**config.mk**
```make
export PLATFORM = sky130hd
export DESIGN_NAME = mops_ctrl
export DESIGN_NICKNAME = d
export VERILOG_FILES = /design/src/rtl/mops_ctrl_pkg.sv /design/src/rtl/mops_phase_gen.sv /design/src/rtl/mops_ctrl.sv
export SDC_FILE = /design/constraint.sdc
export NUM_CORES = 1
export LEC_CHECK = 0
export CAP_MARGIN = 20
export CORE_MARGIN = 2
export CORE_UTILIZATION = 45
export CTS_CLUSTER_SIZE = 20
export DETAILED_ROUTE_END_ITERATION = 10
export GPL_TIMING_DRIVEN = 0
export PLACE_DENSITY = 0.75
export SYNTH_ARGS = -nofsm -noshare
export SYNTH_HDL_FRONTEND = slang
export SYNTH_SLANG_ARGS = --single-unit
export TNS_END_PERCENT = 100
```
**constraint.sdc**
```tcl
create_clock -name CLK120 -period 2.4 [get_ports CLK120]
set_input_delay 0.36 -clock CLK120 [delete_from_list [all_inputs] [get_ports CLK120]]
set_output_delay 0.36 -clock CLK120 [all_outputs]
set_load 0.01 [all_outputs]
```
**src/rtl/mops_ctrl_pkg.sv**
```systemverilog
// Shared widths, flush defaults, state encoding and configuration bundle for
// the MoPS trigger control slice (the trigger-definition constants live here).
package mops_ctrl_pkg;

  localparam int ADC_WIDTH                   = 12;
  localparam int MOPS_OCC_WIDTH              = 5;
  localparam int COMPATIBILITY_INTEGRAL_BITS = 8;
  localparam int COMPATIBILITY_MOPS_OFS_BITS = 3;
  localparam int MOPS_FLUSH_LEN              = 121;
  localparam int MOPS_FLUSH_PAD              = 4;
  localparam int TRIG_COUNT_WIDTH            = 16;

  typedef enum logic [1:0] {
    ST_IDLE  = 2'd0,
    ST_PEND  = 2'd1,
    ST_FLUSH = 2'd2,
    ST_RUN   = 2'd3
  } mops_state_e;

  typedef struct packed {
    logic [2:0][ADC_WIDTH-1:0]                 min;
    logic [2:0][ADC_WIDTH-1:0]                 max;
    logic [MOPS_OCC_WIDTH-1:0]                 occupancy;
    logic [COMPATIBILITY_INTEGRAL_BITS-1:0]    integral;
    logic [COMPATIBILITY_MOPS_OFS_BITS-1:0]    ofs;
    logic [1:0]                                multiplicity;
    logic [2:0]                                trig_enable;
  } mops_cfg_t;

  localparam mops_cfg_t CFG_ZERO = '{
    min:          {3{{ADC_WIDTH{1'b0}}}},
    max:          {3{{ADC_WIDTH{1'b0}}}},
    occupancy:    {MOPS_OCC_WIDTH{1'b0}},
    integral:     {COMPATIBILITY_INTEGRAL_BITS{1'b0}},
    ofs:          {COMPATIBILITY_MOPS_OFS_BITS{1'b0}},
    multiplicity: 2'b00,
    trig_enable:  3'b000
  };

  function automatic logic [TRIG_COUNT_WIDTH-1:0] sat_inc(
    input logic [TRIG_COUNT_WIDTH-1:0] value
  );
    if (value == {TRIG_COUNT_WIDTH{1'b1}}) begin
      return value;
    end else begin
      return value + {{(TRIG_COUNT_WIDTH-1){1'b0}}, 1'b1};
    end
  endfunction

endpackage

```
**src/rtl/mops_phase_gen.sv**
```systemverilog
// 40 MHz phase generator: counts 0,1,2 on the 120 MHz clock.
module mops_phase_gen (
  input  logic       CLK120,
  input  logic       RESET,
  output logic [1:0] ENABLE40
);

  logic [1:0] phase_r;

  // Phase counter with wrap from 2 back to 0.
  always_ff @(posedge CLK120) begin
    if (RESET) begin
      phase_r <= 2'd0;
    end else if (phase_r == 2'd2) begin
      phase_r <= 2'd0;
    end else begin
      phase_r <= phase_r + 2'd1;
    end
  end

  assign ENABLE40 = phase_r;

endmodule

```
**src/rtl/mops_ctrl.sv**
```systemverilog
// MoPS configuration sequencer: stages updates, applies them on the 40 MHz
// boundary, holds triggers off while the MoPS window flushes, then gates triggers.
module mops_ctrl
  import mops_ctrl_pkg::*;
#(
  parameter int FLUSH_LEN = MOPS_FLUSH_LEN,
  parameter int FLUSH_PAD = MOPS_FLUSH_PAD
) (
  input  logic                                   CLK120,
  input  logic                                   RESET,
  input  logic [ADC_WIDTH-1:0]                   CFG_MIN0,
  input  logic [ADC_WIDTH-1:0]                   CFG_MIN1,
  input  logic [ADC_WIDTH-1:0]                   CFG_MIN2,
  input  logic [ADC_WIDTH-1:0]                   CFG_MAX0,
  input  logic [ADC_WIDTH-1:0]                   CFG_MAX1,
  input  logic [ADC_WIDTH-1:0]                   CFG_MAX2,
  input  logic [MOPS_OCC_WIDTH-1:0]              CFG_OCCUPANCY,
  input  logic [COMPATIBILITY_INTEGRAL_BITS-1:0] CFG_INT,
  input  logic [COMPATIBILITY_MOPS_OFS_BITS-1:0] CFG_OFS,
  input  logic [1:0]                             CFG_MULTIPLICITY,
  input  logic [2:0]                             CFG_TRIG_ENABLE,
  input  logic                                   CFG_UPDATE,
  input  logic                                   TRIG_IN,
  output logic [1:0]                             ENABLE40,
  output logic [ADC_WIDTH-1:0]                   MIN0,
  output logic [ADC_WIDTH-1:0]                   MIN1,
  output logic [ADC_WIDTH-1:0]                   MIN2,
  output logic [ADC_WIDTH-1:0]                   MAX0,
  output logic [ADC_WIDTH-1:0]                   MAX1,
  output logic [ADC_WIDTH-1:0]                   MAX2,
  output logic [MOPS_OCC_WIDTH-1:0]              OCCUPANCY,
  output logic [COMPATIBILITY_INTEGRAL_BITS-1:0] INT,
  output logic [COMPATIBILITY_MOPS_OFS_BITS-1:0] OFS,
  output logic [1:0]                             MULTIPLICITY,
  output logic [2:0]                             TRIG_ENABLE,
  output logic                                   TRIG_OUT,
  output logic                                   BUSY,
  output logic [TRIG_COUNT_WIDTH-1:0]            TRIG_COUNT
);

  localparam int FLUSH_TOTAL = FLUSH_LEN + FLUSH_PAD;
  localparam int CNT_W       = (FLUSH_TOTAL > 0) ? $clog2(FLUSH_TOTAL + 1) : 1;
  localparam logic [CNT_W-1:0] FLUSH_LOAD = CNT_W'(FLUSH_TOTAL);
  localparam logic [CNT_W-1:0] CNT_ONE    = CNT_W'(1'b1);
  localparam logic [CNT_W-1:0] CNT_ZERO   = CNT_W'(1'b0);

  logic [1:0]                  enable40_s;
  logic                        slow_tick_s;
  logic                        apply_tick_s;
  mops_state_e                 state_r;
  mops_state_e                 state_s;
  logic [CNT_W-1:0]            flush_cnt_r;
  logic [CNT_W-1:0]            flush_cnt_s;
  logic                        apply_s;
  logic                        go_run_s;
  logic                        busy_r;
  mops_cfg_t                   cfg_in_s;
  mops_cfg_t                   stage_r;
  mops_cfg_t                   applied_r;
  logic                        trig_out_r;
  logic [TRIG_COUNT_WIDTH-1:0] trig_count_r;

  mops_phase_gen u_phase_gen (
    .CLK120   (CLK120),
    .RESET    (RESET),
    .ENABLE40 (enable40_s)
  );

  assign slow_tick_s  = (enable40_s == 2'd0);
  assign apply_tick_s = (enable40_s == 2'd2);

  assign cfg_in_s = '{
    min:          {CFG_MIN2, CFG_MIN1, CFG_MIN0},
    max:          {CFG_MAX2, CFG_MAX1, CFG_MAX0},
    occupancy:    CFG_OCCUPANCY,
    integral:     CFG_INT,
    ofs:          CFG_OFS,
    multiplicity: CFG_MULTIPLICITY,
    trig_enable:  CFG_TRIG_ENABLE
  };

  // State, flush counter and busy flag registers.
  always_ff @(posedge CLK120) begin
    if (RESET) begin
      state_r     <= ST_IDLE;
      flush_cnt_r <= CNT_ZERO;
      busy_r      <= 1'b1;
    end else begin
      state_r     <= state_s;
      flush_cnt_r <= flush_cnt_s;
      busy_r      <= (state_s != ST_RUN);
    end
  end

  // Next-state logic; a fresh update always wins over apply or run entry.
  always_comb begin
    state_s     = state_r;
    flush_cnt_s = flush_cnt_r;
    apply_s     = 1'b0;
    go_run_s    = 1'b0;
    case (state_r)
      ST_IDLE, ST_RUN: begin
        if (CFG_UPDATE) begin
          state_s = ST_PEND;
        end else begin
          state_s = state_r;
        end
      end
      ST_PEND: begin
        if (CFG_UPDATE) begin
          state_s = ST_PEND;
        end else if (apply_tick_s) begin
          apply_s     = 1'b1;
          flush_cnt_s = FLUSH_LOAD;
          state_s     = ST_FLUSH;
        end else begin
          state_s = ST_PEND;
        end
      end
      ST_FLUSH: begin
        if (CFG_UPDATE) begin
          state_s = ST_PEND;
        end else if (flush_cnt_r == CNT_ZERO) begin
          go_run_s = 1'b1;
          state_s  = ST_RUN;
        end else if (slow_tick_s) begin
          flush_cnt_s = flush_cnt_r - CNT_ONE;
        end else begin
          flush_cnt_s = flush_cnt_r;
        end
      end
      default: begin
        state_s = ST_IDLE;
      end
    endcase
  end

  // Staging captures every update; applied set takes it with triggers held off.
  always_ff @(posedge CLK120) begin
    if (RESET) begin
      stage_r   <= CFG_ZERO;
      applied_r <= CFG_ZERO;
    end else begin
      if (CFG_UPDATE) begin
        stage_r <= cfg_in_s;
      end else begin
        stage_r <= stage_r;
      end
      if (apply_s) begin
        applied_r             <= stage_r;
        applied_r.trig_enable <= 3'b000;
      end else if (go_run_s) begin
        applied_r.trig_enable <= stage_r.trig_enable;
      end else begin
        applied_r <= applied_r;
      end
    end
  end

  // Gated trigger and its saturating counter, cleared on each apply.
  always_ff @(posedge CLK120) begin
    if (RESET) begin
      trig_out_r   <= 1'b0;
      trig_count_r <= {TRIG_COUNT_WIDTH{1'b0}};
    end else begin
      trig_out_r <= TRIG_IN && (state_r == ST_RUN);
      if (apply_s) begin
        trig_count_r <= {TRIG_COUNT_WIDTH{1'b0}};
      end else if (trig_out_r) begin
        trig_count_r <= sat_inc(trig_count_r);
      end else begin
        trig_count_r <= trig_count_r;
      end
    end
  end

  assign ENABLE40     = enable40_s;
  assign MIN0         = applied_r.min[0];
  assign MIN1         = applied_r.min[1];
  assign MIN2         = applied_r.min[2];
  assign MAX0         = applied_r.max[0];
  assign MAX1         = applied_r.max[1];
  assign MAX2         = applied_r.max[2];
  assign OCCUPANCY    = applied_r.occupancy;
  assign INT          = applied_r.integral;
  assign OFS          = applied_r.ofs;
  assign MULTIPLICITY = applied_r.multiplicity;
  assign TRIG_ENABLE  = applied_r.trig_enable;
  assign TRIG_OUT     = trig_out_r;
  assign BUSY         = busy_r;
  assign TRIG_COUNT   = trig_count_r;

endmodule

```
* After elaboration in Yosys (flattened, before gate mapping) *
Index checks and enable logic that the tools add are counted.

storage, ports and cells
  flip-flop bits (word level) = 215
  output and inout bits = 113

operators by class
  add/subtract/negate cells = 3
  eq/ne operators = 11
  multiplexer cells = 18
  bitwise gates (word level) = 1
  reductions and logical operators = 10

operator list
  cell                                                                number
  7-bit 2-to-1 mux                                                    5
  16-bit by 1-bit adder with 16-bit output, second input constant     1
  16-bit == test, second input constant                               1
  7-bit one-hot mux with 2 select lines                               1
  2-bit inequality test, second input constant                        6
  2-bit 2-to-1 mux                                                    5
  7-bit zero test                                                     1
  7-bit by 1-bit subtractor with 7-bit output, second input constant  1
  2-bit == test, second input constant                                3
  1-bit 2-to-1 mux                                                    6
  2-bit one-hot mux with 3 select lines                               1
  6-bit AND reduction                                                 1
  2-bit OR reduction                                                  3
  2-bit zero test                                                     2
  2-bit by 1-bit adder with 2-bit output, second input constant       1
  2-bit by 1-bit == test with 1-bit output, second input constant     1
  2-bit AND reduction                                                 1
  2-bit nonzero test                                                  1
  1-bit logical AND                                                   1
  1-bit NOT                                                           1

* Logic depth before layout (Yosys ltp) *
Gate-level depths: netlist of the first run.

  depth in word-level cells = 5
  mapped depth = 7
  gate-level depth less buffers = 6

* Cells and area by module *
A second synthesis of the first run with hierarchy kept.

second synthesis, totals
  cell total of the unflattened synthesis = 875
  area, all modules = 7932.6 um2

by module, submodules not included
  module          times used  cells an instance  area each (um2)
  mops_ctrl       1           869                7856.3
  mops_phase_gen  1           6                  76.3

* Least setup slack after synthesis of the first run *
No wires, ideal clock.

  kind = flip-flop to flip-flop
  from = reg trig_count_r[0], in the netlist TRIG_COUNT[0]
  to = reg trig_count_r[14], in the netlist TRIG_COUNT[14]
  data arrival time = 1.589 ns
  required time = 2.269 ns
  slack = 0.680 ns
  stages on the path, launching flop included = 6
  path buffers = 0
  period minus slack after synthesis = 1.720 ns
  path through = dfxtp_1 ha_1 nand2_1 or4_4 o311ai_1 o41ai_1

on the way
  cells in the longest elaborated chain, start to end = 3

ends and longest elaborated chain
  what                                                                                              line              RTL
  start, declared                                                                                   mops_ctrl.sv:61   logic [TRIG_COUNT_WIDTH-1:0] trig_count_r;
  start signal, assigned                                                                            mops_ctrl.sv:164  trig_count_r <= {TRIG_COUNT_WIDTH{1'b0}};
  start signal, assigned                                                                            mops_ctrl.sv:168  trig_count_r <= {TRIG_COUNT_WIDTH{1'b0}};
  start signal, assigned                                                                            mops_ctrl.sv:170  trig_count_r <= sat_inc(trig_count_r);
  parallel branches: the longest is 3 deep, another holds 16-bit by 1-bit adder with 16-bit output  n/a

Several ways; the timed one is not identified.
A chain may end at the register's enable or synchronous reset.

* Worst setup path after layout of the first run *
  from = reg u_phase_gen.phase_r[0], in the netlist u_phase_gen.ENABLE40[0]
  to = reg applied_r, in the netlist OFS[2]

on the way
  cells in the longest elaborated chain, start to end = 4

ends and longest elaborated chain
  what                    line                  RTL
  start, declared         mops_phase_gen.sv:8   logic [1:0] phase_r;
  start signal, assigned  mops_phase_gen.sv:17  phase_r <= phase_r + 2'd1;
  2-bit == test           mops_ctrl.sv:70       assign apply_tick_s = (enable40_s == 2'd2);
  1-bit 2-to-1 mux        mops_ctrl.sv:112      end else if (apply_tick_s) begin
  1-bit 2-to-1 mux        mops_ctrl.sv:110      if (CFG_UPDATE) begin
  1-bit 2-to-1 mux        mops_ctrl.sv:101      case (state_r)
  end signal, assigned    mops_ctrl.sv:150      applied_r <= stage_r;
  end signal, assigned    mops_ctrl.sv:155      applied_r <= applied_r;
  end, declared           mops_ctrl.sv:59       mops_cfg_t applied_r;

Every way passes these cells.

==> results of run 1 <==
-- flip-flops by register name (all words and copies together), names as in the netlist, 2 cells and up --
signal / flops
MAX1: 12
MAX2: 12
MULTIPLICITY: 2
OFS: 3
MIN2: 12
stage_r: 93
MIN0: 12
MAX0: 12
TRIG_ENABLE: 3
INT: 8
OCCUPANCY: 5
state_r: 2
TRIG_COUNT: 16
flush_cnt_r: 7
MIN1: 12
u_phase_gen.ENABLE40: 2
-- layer usage --
metal	vias to the layer above	share of wire [%]	wire length [um]
li1	3436	-	-
met1	3147	42	8880
met2	220	47	9820
met3	36	9.0	1900
met4	0	2.1	446
met5	-	0	0
-- kinds of logic (layout without fill, tap and decap cells) --
| family | count (synthesis) | count (layout) | share of synthesized area [%] |
|---|---|---|---|
| simple gates | 343 | 343 | 18.2 |
| flops | 215 | 215 | 54.0 |
| compound gates | 143 | 143 | 10.3 |
| mux | 99 | 99 | 12.5 |
| buf+inv | 74 | 324 | 3.75 |
| fa+ha+maj | 8 | 8 | 1.26 |
-- layout make-up --
cell class	instances	area, um^2	share of cell area [%]
Sequential cell	215	4300	38.8
Multi-Input combinational cell	593	3360	30.3
Timing Repair Buffer	208	2080	18.8
Clock buffer	29	618	5.57
Tap cell	225	282	2.54
Buffer	58	241	2.18
Clock inverter	13	144	1.30
Inverter	16	60.1	0.541
-- critical path: cells and delay by family (launching register included) --
kind | cells | cell delay [ps]
buf+inv | 3 | 840
simple gates | 2 | 350
fa+ha+maj | 1 | 330
flops | 1 | 320
compound gates | 1 | 160
-- path summary, 6_finish.rpt --
check	from	to	slack, ps	cells after the start
max	u_phase_gen.ENABLE40[0]	OFS[2]	340	7
min	CFG_UPDATE	TRIG_ENABLE[0]	410	4
max reg2reg	u_phase_gen.ENABLE40[0]	OFS[2]	340	7
min reg2reg	stage_r[66]	MIN0[9]	450	2
-- power groups by stage --
stage	Sequential [mW]	Combinational [mW]	Clock [mW]
CTS	3.76	0.671	3.63
finish	3.76	0.666	3.58
global route	3.77	0.731	3.79
global placement	3.83	0.655	0
detailed placement	3.84	0.667	0
floorplan	3.83	0.366	0
-- per-stage QoR --
step / instances / TNS (ps) / setup WS, ps / hold slack [ps]
detailed placement: 1315 / -12400 / -162 / 441
CTS: 1357 / 0 / 67.6 / 409
finish: 1357 / 0 / 342 / 413
floorplan: 882 / 0 / 680 / 431
global placement: 1315 / -11360 / -134 / 430
global route: 1357 / 0 / 166 / 416
-- layout by cell type, fill, tap and decap left out, types with 3 or more instances in the layout --
| master | instances |
|---|---|
| or4_1 | 6 |
| nand4_1 | 5 |
| dfxtp_1 | 215 |
| o31ai_1 | 5 |
| buf_1 | 4 |
| clkdlybuf4s50_1 | 208 |
| nor2_1 | 107 |
| a211oi_1 | 4 |
| buf_2 | 11 |
| bufinv_16 | 3 |
| nand3_1 | 5 |
| ha_1 | 8 |
| inv_1 | 16 |
| clkinv_2 | 9 |
| mux2i_1 | 98 |
| or3_1 | 7 |
| a21oi_1 | 104 |
| clkbuf_1 | 44 |
| o21ai_0 | 9 |
| nand2_1 | 189 |
| nand3b_1 | 3 |
| a311oi_1 | 3 |
| nor3_1 | 5 |
| a31oi_1 | 4 |
| clkbuf_16 | 23 |
-- repair_timing --
| item | CTS | global route |
|---|---|---|
| gates resized for setup | 0 | 4 |
| setup endpoints to repair | 0 | 89 |
| buffers inserted | 0 | 0 |
==> flow_summary.json, run 1 <==
{
  "postCtsHoldBufs": 0,
  "diodes": 0,
  "slowest_stage": "clkbuf_1",
  "ys_warn_count": 0,
  "hold_class": "input port to flip-flop",
  "utilization_pct": 64.1,
  "worstSkewPairLatency_ps": 510,
  "nets": 1220,
  "drtPass1Iterations": 4,
  "crit_path_max_fanout": 10,
  "required_ps": 2830,
  "switchingPower_mw": 1.83,
  "cpPeakStageDelay_ps": 420,
  "dominantRegCellSynth": "dfxtp_1",
  "synth_edf_count": 0,
  "use_met2_pct": 37.1,
  "period_share_pct": 85.8,
  "switching_share_pct": 22.9,
  "worstMarginPinSlew_ps": 766,
  "hold_violations": 0,
  "status": "complete, no violations",
  "htreeDepth": 1,
  "track_usage_pct": 22.1,
  "path_cells": "inv_1 > ha_1 > and3b_1 > clkbuf_2 > clkbuf_1 > nand2_1 > a21oi_1",
  "drive_gt1_share_pct": 5.39,
  "ys_seq_elements": 215,
  "wirelength_um": 21000,
  "gp_congestion": 0.830,
  "start_util_pct": 46.1,
  "setup_viol": 0,
  "arrival_ps": 2490,
  "finClkSkew_ps": 19.5,
  "yosysSeqAreaShare_pct": 54.0,
  "die_x_um": 137,
  "syn-cell-area_mm2": 0.00797,
  "cts_buffer_depth": 3,
  "synth_most_common_cell": "dfxtp_1",
  "num_rows": 48,
  "ir_drop_uv": 564,
  "fillers": 1480,
  "period_needed_ps": 2060,
  "total_power_mw": 8.01,
  "startpoint_type": "flip-flop",
  "drt_iter0_markers": 310,
  "synth.area.top_cells": "dfxtp_1 (54%), mux2i_1 (12%), nand2_1 (8.9%)",
  "antenna_found_initial": 0,
  "wire_per_inst_um": 15.5,
  "grt_start_max_net_pins": 15,
  "synth_area_per_cell_um2": 9.03,
  "syn_nets": 987,
  "drc": 0,
  "netlist_instances": 882,
  "yosys.area.top_type": "dfxtp_1",
  "grt.overflow.total": 0,
  "grt_pass1_vias": 6536,
  "drv_slew": 0,
  "met3_usage_pct": 7.30,
  "netlist_top_cells_count": "dfxtp_1 (215), nand2_1 (189), nor2_1 (107)",
  "crit_path_end_kind": "flip-flop",
  "viasPerCell": 5.04,
  "cts_root_buf": "clkbuf_16",
  "die_y_um": 137,
  "yosys.cell_types.count": 48,
  "p_leak_nw": 4.20,
  "synth_top_cell_area_share_pct": 54.0,
  "core_mm2": 0.0173,
  "use_met1_pct": 27.2,
  "port_buffers": 208,
  "num_io_pins": 210,
  "cts_sinks": 215,
  "power_density_mw_per_mm2": 722,
  "top_usage_layer": "met2",
  "die-area_mm2": 0.0188,
  "slew_headroom_pct": 49.0,
  "dpl_cell_area_mm2": 0.0103,
  "num_vias": 6839,
  "postRouteAntennaNets": 0,
  "fmax_ghz": 0.486,
  "cts_made_buffers": 23,
  "power_frac_clock_pct": 44.7,
  "dp_hpwl_um": 14800,
  "max_cap_viol_count": 0,
  "syn_to_final_growth_pct": 39.3,
  "ys_async_sr_fraction_pct": 0,
  "path_clk_slew_ps": 60,
  "grt_setup_unrepaired": "false",
  "power_frac_seq_pct": 47.0,
  "grt_pass1_wl_um": 33200,
  "pwr-share-comb_pct": 8.3,
  "intPower_mw": 6.18,
  "tritoncts": "yes",
  "final_cell_area_mm2": 0.0111,
  "worstSetupPathType": "flip-flop to flip-flop"
}
Note: power is estimated with default switching activity, not from simulation.
==> run 2, diff against run 1 <==
CORE_UTILIZATION = 48   (was 45)
PLACE_DENSITY = 0.79   (was 0.75)
==> run 2 against run 1 <==
Compared with the run above:
- fmax fell by 0.61%
- wire length fell by 1.1%
- final area rose by 0.24%
- clock-buffer cell count rose by 3
- register-to-register slack barely moved
- sequential share of layout area fell by 0.092 points
- critical path type unchanged
- critical endpoint is now MAX0[0]
- largest power group unchanged
- highest routed layer unchanged
==> flow_summary.json, run 2 (synthesis gave the netlist of run 1 again) <==
{
  "postRouteAntennaNets": 0,
  "cpPeakStageDelay_ps": 440,
  "worstSkewPairLatency_ps": 510,
  "track_usage_pct": 23.0,
  "viasPerCell": 5.07,
  "worstMarginPinSlew_ps": 768,
  "htreeDepth": 1,
  "crit_path_end_kind": "flip-flop",
  "status": "complete, no violations",
  "num_vias": 6854,
  "crit_path_max_fanout": 10,
  "fillers": 1312,
  "regMostFlops": "stage_r",
  "cts_sinks": 215,
  "grt.overflow.total": 0,
  "cts_buffer_depth": 3,
  "period_share_pct": 86.3,
  "path_buf_inv": 3,
  "slew_headroom_pct": 48.8,
  "p_leak_nw": 4.21,
  "layout_commonest_cell": "dfxtp_1",
  "gp_congestion": 0.823,
  "wire_per_inst_um": 15.4,
  "core_mm2": 0.0164,
  "setup_viol": 0,
  "r2r_end": "MAX0[0]",
  "final_cell_mix": "dfxtp_1 (215), clkdlybuf4s50_1 (208), nand2_1 (189), nor2_1 (107), a21oi_1 (104)",
  "die-area_mm2": 0.0176,
  "r2r_slack_ps": 330,
  "wirelength_um": 20800,
  "postCtsHoldBufs": 0,
  "slowest_stage": "clkbuf_1",
  "die_y_um": 133,
  "power_density_mw_per_mm2": 726,
  "required_ps": 2840,
  "diodes": 0,
  "crit_family": "buffers and inverters",
  "cts_root_buf": "clkbuf_16",
  "max_cap_viol_count": 0,
  "antenna_found_initial": 0,
  "period_needed_ps": 2070,
  "tritoncts": "yes",
  "fmax_ghz": 0.483,
  "dp_hpwl_um": 14600,
  "crit_path_end": "MAX0[0]",
  "drive_gt1_share_pct": 5.57,
  "largest_reg_flops": 93,
  "worstReg2RegStart": "u_phase_gen.ENABLE40[0]",
  "drv_slew": 0,
  "path_clk_slew_ps": 60,
  "nets": 1220,
  "hold_class": "input port to flip-flop",
  "startpoint": "u_phase_gen.ENABLE40[0]",
  "path_cells": "inv_1 > ha_1 > and3b_1 > clkbuf_2 > clkbuf_1 > nand2_1 > a21oi_1",
  "cts_setup_buffers": 0,
  "syn_to_final_growth_pct": 39.6,
  "startpoint_type": "flip-flop",
  "hold_violations": 0,
  "ir_drop_uv": 564,
  "instances_no_fill": 1352,
  "grt_setup_unrepaired": "false",
  "r2r.worst_path.cells": 7,
  "num_rows": 47,
  "total_power_mw": 8.07,
  "place_inst": 1310,
  "worstSetupPathType": "flip-flop to flip-flop",
  "die_x_um": 133,
  "grt_pass1_vias": 6586,
  "drtPass1Iterations": 4,
  "grt_pass1_wl_um": 33100,
  "port_buffers": 208,
  "drc": 0,
  "start_util_pct": 48.5,
  "num_io_pins": 210,
  "finClkSkew_ps": 13.2,
  "crit_cells": 7,
  "arrival_ps": 2510,
  "grt_start_max_net_pins": 15,
  "drt_iter0_markers": 273,
  "cts_made_buffers": 23
}
==> run 2: cell type report <==
cell class              instances  area [um^2]  share of cell area, %
clock buffers                  32          679                   6.11
plain buffers                  58          241                   2.17
clock inverters                10          115                   1.04
repair buffers                208         2080                   18.7
well taps                     220          275                   2.48
multi-input cells             593         3360                   30.2
inverters                      16         60.1                  0.540
flip-flops and latches        215         4300                   38.7
==> run 2: repair_timing <==
action                     4_1_cts  5_1_grt
gates resized for setup          0        4
hold endpoints to repair         0        0
setup endpoints to repair        0       87
==> run 2: metal layers <==
layer	wire, um	share of wire [%]	up-vias	GRT usage, %
met3	1660	8.0	36	6.90
met2	9870	47	218	39.6
met5	0	0	-	0
met4	457	2.2	0	5.73
met1	8820	42	3163	28.3
li1	-	-	3437	-
==> run 2: how the worst min path moves through the flow <==
stage	startpoint	endpoint	cells past startpoint
floorplan	stage_r[8]	INT[0]	2
global placement	stage_r[40]	MAX1[7]	2
detailed placement	stage_r[76]	MIN1[7]	2
CTS	CFG_UPDATE	TRIG_ENABLE[1]	4
global route	CFG_UPDATE	TRIG_ENABLE[1]	4
finish	CFG_UPDATE	TRIG_ENABLE[1]	4
==> run 2: per-stage QoR <==
step	util (%)	hold slack, ps	cell area, um^2	TNS (ps)	setup slack, ps
after floorplan	-	431	7970	0	680
after global placement	62.9	434	10300	-5120	-81.7
after detailed placement	62.9	441	10300	-11980	-165
after CTS	67.8	403	11100	0	59.2
after global routing	67.8	425	11100	0	128
final	67.8	407	11100	0	329
==> run 2: tightest hold or removal path, stage by stage <==
cell and delay [ps]:
buf_2 220, nor3_4 100, mux2i_1 110, nor2_1 70
==> run 2: where the power goes <==
| part | leakage (nW) | internal, mW | switching, mW |
|---|---|---|---|
| clock | 0.386 | 2.20 | 1.45 |
| combinational | 2.07 | 0.339 | 0.324 |
| sequential | 1.75 | 3.69 | 0.0710 |
| total | 4.21 | 6.23 | 1.84 |
==> run 3, diff against run 2 <==
CAP_MARGIN = not set   (was 20)
CORE_ASPECT_RATIO = 1.5   (was not set)
SKIP_CTS_REPAIR_TIMING = 1   (was not set)
==> run 3 against run 2 <==
Compared with the run above:
- wire length increased by 1.4%
- die area is 0.13% higher
- global-route usage up 0.36 points
- sequential cell count did not move
- clock-buffer cell count decreased by 1
- clock skew barely moved
- critical path type unchanged
- largest cell class unchanged
- highest routed layer unchanged
==> flow_summary.json, run 3 (synthesis gave the netlist of run 1 again) <==
{
  "status": "complete, no violations",
  "largest_reg_flops": 93,
  "use_met1_pct": 26.5,
  "layout_commonest_cell": "dfxtp_1",
  "num_io_pins": 210,
  "drtPass1Iterations": 4,
  "htreeDepth": 1,
  "total_power_mw": 7.54,
  "dpl_cell_area_mm2": 0.0103,
  "regMostFlops": "stage_r",
  "worstMarginPinSlew_ps": 743,
  "cts_buffer_depth": 3,
  "power_density_mw_per_mm2": 688,
  "cts_made_buffers": 21,
  "finalWorstSetupSlack_ps": 345,
  "slew_headroom_pct": 50.5,
  "cpPeakStageDelay_ps": 430,
  "wirelength_um": 21100,
  "top_usage_layer": "met2",
  "antenna_found_initial": 0,
  "max_cap_viol_count": 0,
  "ir_drop_uv": 537,
  "dp_hpwl_um": 15100,
  "viasPerCell": 5.14,
  "tritoncts": "yes",
  "place_inst": 1296,
  "cts_root_buf": "clkbuf_16",
  "grt_setup_unrepaired": "false",
  "holdWs_ps": 426,
  "required_ps": 2810,
  "drc": 0,
  "period_needed_ps": 2050,
  "arrival_ps": 2460,
  "setup_tns_ps": 0,
  "fmax_ghz": 0.487,
  "gp_congestion": 0.866,
  "die_x_um": 109,
  "dp_slack_ps": -77.7,
  "diodes": 0,
  "start_util_pct": 49.0,
  "finClkSkew_ps": 13.5,
  "grt_start_max_net_pins": 15,
  "utilization_pct": 67.3,
  "die_y_um": 162,
  "final_cell_mix": "dfxtp_1 (215), clkdlybuf4s50_1 (208), nand2_1 (189), nor2_1 (107), a21oi_1 (104)",
  "track_usage_pct": 23.4,
  "syn_to_final_growth_pct": 37.4,
  "slowest_stage": "clkbuf_1",
  "cts_sinks": 215,
  "final_cell_area_mm2": 0.0109,
  "crit_path_end_kind": "flip-flop",
  "use_met2_pct": 42.7,
  "num_vias": 6844,
  "drv_slew": 0,
  "crit_path_max_fanout": 10,
  "met3_usage_pct": 4.86,
  "crit_family": "buffers and inverters",
  "grt.overflow.total": 0,
  "drt_iter0_markers": 325,
  "path_cells": "inv_1 > ha_1 > and3b_1 > clkbuf_2 > clkbuf_1 > nand2_1 > a21oi_1",
  "worstSetupPathType": "flip-flop to flip-flop",
  "instances_no_fill": 1331,
  "r2r_slack_ps": 350,
  "path_buf_inv": 3,
  "grt_pass1_vias": 6611,
  "drive_gt1_share_pct": 4.53,
  "core_mm2": 0.0163,
  "worstSkewPairLatency_ps": 480,
  "period_share_pct": 85.6,
  "setup_viol": 0,
  "p_leak_nw": 4.13,
  "hold_class": "input port to flip-flop",
  "postRouteAntennaNets": 0,
  "path_clk_slew_ps": 70,
  "startpoint_type": "flip-flop",
  "wire_per_inst_um": 15.9,
  "nets": 1218,
  "hold_violations": 0,
  "die-area_mm2": 0.0177,
  "grt_pass1_wl_um": 33000,
  "port_buffers": 208,
  "num_rows": 57
}
-- run 3: cell count changes in the layout (fill, tap and decap cells not counted), sizes merged --
cell / change
clkinvlp: -2
inv: -2
bufinv: -1
clkbuf: -1
clkinv: -1
-- run 3: tightest hold or removal path, stage by stage --
cell	delay, ps
buf_2	210
nor3_4	110
mux2i_1	110
nor2_1	70
-- run 3: report_power, final --
group	total, mW	switching (mW)	internal (mW)
combinational	0.662	0.324	0.339
sequential	3.76	0.0691	3.69
clock	3.11	1.30	1.81
-- run 3: final cells by class --
class | count | area (um^2)
Fill cell | 1296 | 5310
Sequential cell | 215 | 4300
Multi-Input combinational cell | 593 | 3360
Timing Repair Buffer | 208 | 2080
Clock buffer | 31 | 593
Tap cell | 206 | 258
Buffer | 58 | 241
Inverter | 16 | 60.1
Clock inverter | 4 | 47.5
-- run 3: path summary, 6_finish.rpt --
path / endpoint / depth (start not counted) / from
setup reg to reg: MAX2[6] / 7 / u_phase_gen.ENABLE40[0]
hold / removal: TRIG_ENABLE[1] / 4 / CFG_UPDATE
hold reg to reg: u_phase_gen.ENABLE40[0] / 1 / u_phase_gen.ENABLE40[0]
setup / recovery: MAX2[6] / 7 / u_phase_gen.ENABLE40[0]
-- run 3: per-layer routing --
metal  vias up  wire length (um)  share of wire, %
met5         -                 0                 0
met4         0               685               3.2
met3        37              1170               5.5
met2       181             11100                52
met1      3207              8190                39
li1       3419                 -                 -
